$ cat src/rtl/gfx_fpint_round_encode.sv
// gfx_fpint_round_encode: three-stage round -> rnorm -> encode pipeline for float/int results
module gfx_fpint_round_encode #(
    parameter logic [31:0] CANON_NAN = 32'h7FC0_0000
) (
    input  logic        clk,
    input  logic        rst_n,
    input  logic        in_valid,
    output logic        in_ready,
    input  logic [31:0] in_val,
    input  logic        in_slow,
    input  logic        in_zero,
    input  logic        in_guard,
    input  logic        in_round,
    input  logic        in_sticky,
    input  logic        in_overflow,
    input  logic        in_sticky_last,
    input  logic        in_round_enable,
    input  logic        in_encode_enable,
    output logic        out_valid,
    input  logic        out_ready,
    output logic [31:0] out_word
);
    logic        advance;
    logic        round_up;
    logic [30:0] rounded;
    logic        s1_valid;
    logic        s1_sign;
    logic [30:0] s1_em;
    logic        s1_exp_step;
    logic        s1_ff_round;
    logic        s1_slow;
    logic        s1_zero;
    logic        s1_overflow;
    logic        s1_encode;
    logic        overflow_n;
    logic [22:0] mant_n;
    logic        s2_valid;
    logic        s2_sign;
    logic [7:0]  s2_exp;
    logic [22:0] s2_mant;
    logic        s2_slow;
    logic        s2_zero;
    logic        s2_overflow;
    logic        s2_encode;
    logic [31:0] s2_val;
    logic [31:0] encoded;

    // The whole pipe moves as one; a stalled output freezes every stage.
    assign advance  = ~out_valid | out_ready;
    assign in_ready = advance;

    // Round to nearest even on {exp, mant}; carry out of bit 30 is dropped.
    always_comb begin
        round_up = in_round_enable & in_guard & (in_round | in_sticky | in_sticky_last | in_val[0]);
        rounded  = in_val[30:0] + {30'h0, round_up};
    end

    // Rnorm: exponent bump into (or past) all-ones means overflow.
    always_comb begin
        overflow_n = s1_overflow | s1_ff_round | (s1_exp_step & (s1_em[30:23] == 8'hFF));
        mant_n     = s1_exp_step ? 23'h0 : s1_em[22:0];
    end

    // Encode: slow beats win, then overflow to infinity, then signed zero.
    always_comb begin
        s2_val  = {s2_sign, s2_exp, s2_mant};
        encoded = !s2_encode  ? s2_val :
                  s2_slow     ? CANON_NAN :
                  s2_overflow ? {s2_sign, 8'hFF, 23'h0} :
                  s2_zero     ? {s2_sign, 31'h0} : s2_val;
    end

    // Valid bits and the output word reset asynchronously; all hold on stall.
    always_ff @(posedge clk or negedge rst_n) begin
        if (!rst_n) begin
            s1_valid  <= 1'b0;
            s2_valid  <= 1'b0;
            out_valid <= 1'b0;
            out_word  <= 32'h0;
        end else if (advance) begin
            s1_valid  <= in_valid;
            s2_valid  <= s1_valid;
            out_valid <= s2_valid;
            out_word  <= encoded;
        end
    end

    // Stage data registers need no reset; valid bits qualify them.
    always_ff @(posedge clk) begin
        if (advance) begin
            s1_sign     <= in_val[31];
            s1_em       <= rounded;
            s1_exp_step <= (&in_val[22:0]) & round_up;
            s1_ff_round <= (in_val[30:23] == 8'hFF) & round_up;
            s1_slow     <= in_slow;
            s1_zero     <= in_zero;
            s1_overflow <= in_overflow;
            s1_encode   <= in_encode_enable;
            s2_sign     <= s1_sign;
            s2_exp      <= s1_em[30:23];
            s2_mant     <= mant_n;
            s2_slow     <= s1_slow;
            s2_zero     <= s1_zero;
            s2_overflow <= overflow_n;
            s2_encode   <= s1_encode;
        end
    end
endmodule
$ cat config.mk
export PLATFORM = sky130hd
export DESIGN_NAME = gfx_fpint_round_encode
export DESIGN_NICKNAME = d
export VERILOG_FILES = /design/src/rtl/gfx_fpint_round_encode.sv
export SDC_FILE = /design/constraint.sdc
export NUM_CORES = 1
export LEC_CHECK = 0
export CAP_MARGIN = 0
export CORE_UTILIZATION = 40
export DETAILED_ROUTE_END_ITERATION = 7
export HOLD_SLACK_MARGIN = 0.12
export PLACE_DENSITY = 0.68
export SYNTH_ARGS = -nofsm -noshare
export SYNTH_HDL_FRONTEND = slang
export SYNTH_SLANG_ARGS = --single-unit
export TNS_END_PERCENT = 20
$ cat constraint.sdc
create_clock -name clk -period 6.1 [get_ports clk]
set_input_delay 1.22 -clock clk [delete_from_list [all_inputs] [get_ports clk]]
set_output_delay 1.22 -clock clk [all_outputs]
set_load 0.005 [all_outputs]
==> results.txt <==
The worst setup path is of the primary input to primary output kind. The worst setup path is captured at a primary output. In this run, the number of DRC markers left after iteration 0 of detailed routing was just over 100. In the synthesized netlist the dominant register cell turns out to be edfxtp_1.

The root buffer cell is clkbuf_8. By count the netlist is led by 74 x edfxtp_1, 35 x dfrtp_1, 25 x nor2_1. The most critical setup path has its endpoint at in_ready.

After clock tree synthesis, the clock-pin slew on the worst setup and hold paths is around 0.1 ns. The worst clock skew came out at ~0.010 ns. The largest individual stage delay along the critical path comes from the cell clkdlybuf4s50_1. The worst vdd rail ir drop is between 0.15 and 0.2 mV. The final layout contains routed wiring with a total length of ~7.4 mm.

The count of warnings emitted by yosys came out at 0. In this run the worst hold path is classified as flop to flop. The worst register-to-register path ends at out_word[15]. The flow ran to the end, and the final reports show no timing, DRC or antenna violations.

The leakage power is around 2.1 nW. After filler insertion, the fill cell instance count of the layout stands at 890. The biggest cell delay along the critical path is 0.48 ns. The fmax came out at 258 MHz. The most critical setup path has its startpoint at out_ready.

The area added between synthesis and finish is 27.0%. The required time of the critical path is roughly 5 ns. The deepest level of the CTS H-tree came out at 3. The slew of the pin with the lowest slew margin is approximately 0.99 ns.

0 antenna diodes ended up in the layout. The most common cell in the netlist is edfxtp_1. The remaining max-slew budget at the tightest pin came out at between 30% and 40%.

The number of remaining DRC errors came out at 0. The total I/O pin count came out at between 70 and 80. The CTS sink count came out at between 100 and 150. The cell type with the highest occurrence count on the critical path is clkdlybuf4s50_1.

The gate family responsible for the most delay along the worst path is buffers and inverters. The initial utilization of the core area, before any placement, comes to roughly two fifths. The number of enable flip-flop cells after synthesis is 74. The signal arrival time at the worst endpoint came out at around 2.7 ns.

The net count after synthesis came out at ~340. Routability-driven placement finished with a final weighted congestion of a little under 0.8. The first-pass GRT wire length is 12.0 mm.

The count of final max-slew check failures is 0. The share of synthesized area occupied by flip-flops and latches is between 70% and 80%. The number of cells on the worst reg-to-reg path is 7. The number of buffers on the longest clock path came out at 2. The register bit count reported by yosys is 109.

Setup repair after global routing left no endpoint under its margin. The vertical die dimension is around 110 µm. The launching element type of the critical path is a primary input. The count of endpoints failing setup in the final report came out at 0.

The buffer and inverter count on the worst path is 4. The synthesized area came out at 4290 µm². The pre-CTS setup slack came out at about 1.9 ns. The hold buffer count at CTS came out at 0. The post-detailed-route count of antenna-violating nets came out at 0. The final number of hold-violating endpoints was 0.

After synthesis, the share of flip-flops with an asynchronous set or reset is approximately 32%. The vias after detailed routing came out at ~2500. The global-route usage over all layers came out at between 10% and 20%.

Measured along the x axis, the die boundary spans between 100 and 150 µm. Once the clock tree was built, the resizer swapped 0 gates to a different size. The number of global-route vias before repair is ~2500.

The worst reg2reg path startpoint is out_valid. The routed length per instance came out at 14.2 µm. The final setup slack of the worst path is between 2 and 2.5 ns. After synthesis, the netlist uses 32 different library cells.

The number of antenna violations at the first check in global routing is 0. After detailed routing, the number of vias per cell comes to 4.82. The TritonCTS clock tree is done. In this run the number of cells on the critical path is 5.

The synthesized area per cell came out at 14.5 µm². Of all nets on the critical path, the largest fanout is 28. After floorplanning, the core was divided into 37 placement rows. Summed over all failing endpoints, the final setup total negative slack is 0 ns. Summed over all instances, the cell type with the most area after synthesis is edfxtp_1. The cell count of the worst hold path came out at 0.

In the finished design, the share of the clock period the worst path needs comes to between 60% and 70%. The signal on the critical path passes through clkdlybuf4s50_1, nor2b_2, buf_4, clkinv_2, clkdlybuf4s50_1. The pin count of the biggest net entering global routing is 88.

In this run the register-to-register setup slack is ~3.1 ns. The die outline area came out at around 11000 µm². Of the cells placed in the final design, the portion with a size suffix greater than 1 is roughly 6.8%. The sum of internal, switching and leakage power is just over 0.002 W. The final critical delay including setup and external delays came out at around 3.9 ns. The power per unit of standard cell area is between 300 and 400 nW/µm². The final global-route overflow total is 0. The post-synthesis cell count came out at slightly below 300. The clock network latency to the later pin of the worst-skew pair is between 0.3 and 0.4 ns. The fraction of post-synthesis cell area in the top cell type by area is 51.7%. Buffers placed on the I/O ports in this run total around 80. Detailed placement finished with a half-perimeter wire length of 5.29 mm.

Counting the buffers created by CTS gives 9. The net count of the finished layout is about 430. By area the synthesized netlist is led by edfxtp_1 52%, dfrtp_1 20%, a22o_1 4.7%. In this run the post-CTS setup repair buffer count came out at 0.

The pre-antenna-repair detailed-routing pass consisted of 4 iterations. The total of max-cap violations is 0. The core region is between 10000 and 15000 µm².
## metal layers
metal | vias up | wire length, µm | part of all wire (%) | GRT usage [%]
met3 | 8 | 265 | 3.6 | 2.04
met2 | 58 | 3640 | 49 | 23.1
met4 | 0 | 101 | 1.4 | 7.54
met1 | 1188 | 3400 | 46 | 17.9
li1 | 1250 | - | - | -
met5 | - | 0 | 0 | 0
## cell usage in the layout, fill, tap and decap left out, types with 2 or more instances in the layout
| master | n |
|---|---|
| clkbuf_8 | 9 |
| edfxtp_1 | 74 |
| xor2_1 | 6 |
| buf_4 | 3 |
| a21oi_1 | 9 |
| clkdlybuf4s50_1 | 78 |
| nand4_1 | 10 |
| nand2_1 | 12 |
| xnor2_1 | 23 |
| clkinvlp_4 | 2 |
| dfrtp_1 | 35 |
| and4_1 | 2 |
| nand3_1 | 16 |
| a22o_1 | 23 |
| nor2b_1 | 23 |
| inv_6 | 2 |
| nor2_1 | 25 |
| bufinv_16 | 2 |
| and3_1 | 11 |
| o21ai_0 | 2 |
## kinds of logic (layout without fill, tap and decap cells)
kind of cell / after synthesis / count (layout) / synth area share, %
flip-flops: 109 / 109 / 72.1
AND/OR/NAND/NOR: 109 / 109 / 14.0
XOR/XNOR: 29 / 29 / 5.91
adder cells (fa/ha/maj): 1 / 1 / 0.291
buffers and inverters: 11 / 99 / 1.08
AO/OA/AOI/OAI: 37 / 37 / 6.56
## per-stage QoR
stage,area [µm²],instances,hold slack (ns),util (%)
floorplan,4290,296,0.400,-
global placement,5230,504,0.403,50.5
detailed placement,5230,504,0.413,50.5
CTS,5450,520,0.439,52.6
global route,5450,520,0.452,52.6
finish,5450,520,0.438,52.6
## worst min-delay path by stage
stage                   start         to  slack, ns
finish                s1_sign    s2_sign       0.44
global route          s1_sign    s2_sign       0.45
CTS                   s1_slow    s2_slow       0.44
detailed placement    s1_zero    s2_zero       0.41
global placement      s1_zero    s2_zero       0.40
floorplan           s1_encode  s2_encode       0.40
## power by group
| part | internal (W) | switching (W) |
|---|---|---|
| sequential | 0.00102 | 0.0000967 |
| clock | 0.000233 | 0.000232 |
| combinational | 0.000250 | 0.000188 |
| total | 0.00151 | 0.000517 |
## layout make-up
cell class              instances  area [µm²]  area share [%]
flip-flops and latches        109        3100            56.8
inverters                       2        8.76           0.161
repair buffers                 81         803            14.7
clock buffers                   9         124            2.27
clock inverters                 7        96.3            1.77
multi-input cells             176        1150            21.1
well taps                     136         170            3.12
## sequential cells by signal, indices dropped and copies added (netlist names), 8 cells and up
| signal | flops |
|---|---|
| out_word | 32 |
| s1_em | 31 |
| s2_exp | 8 |
| s2_mant | 23 |
Note: power is estimated with default switching activity, not from simulation.
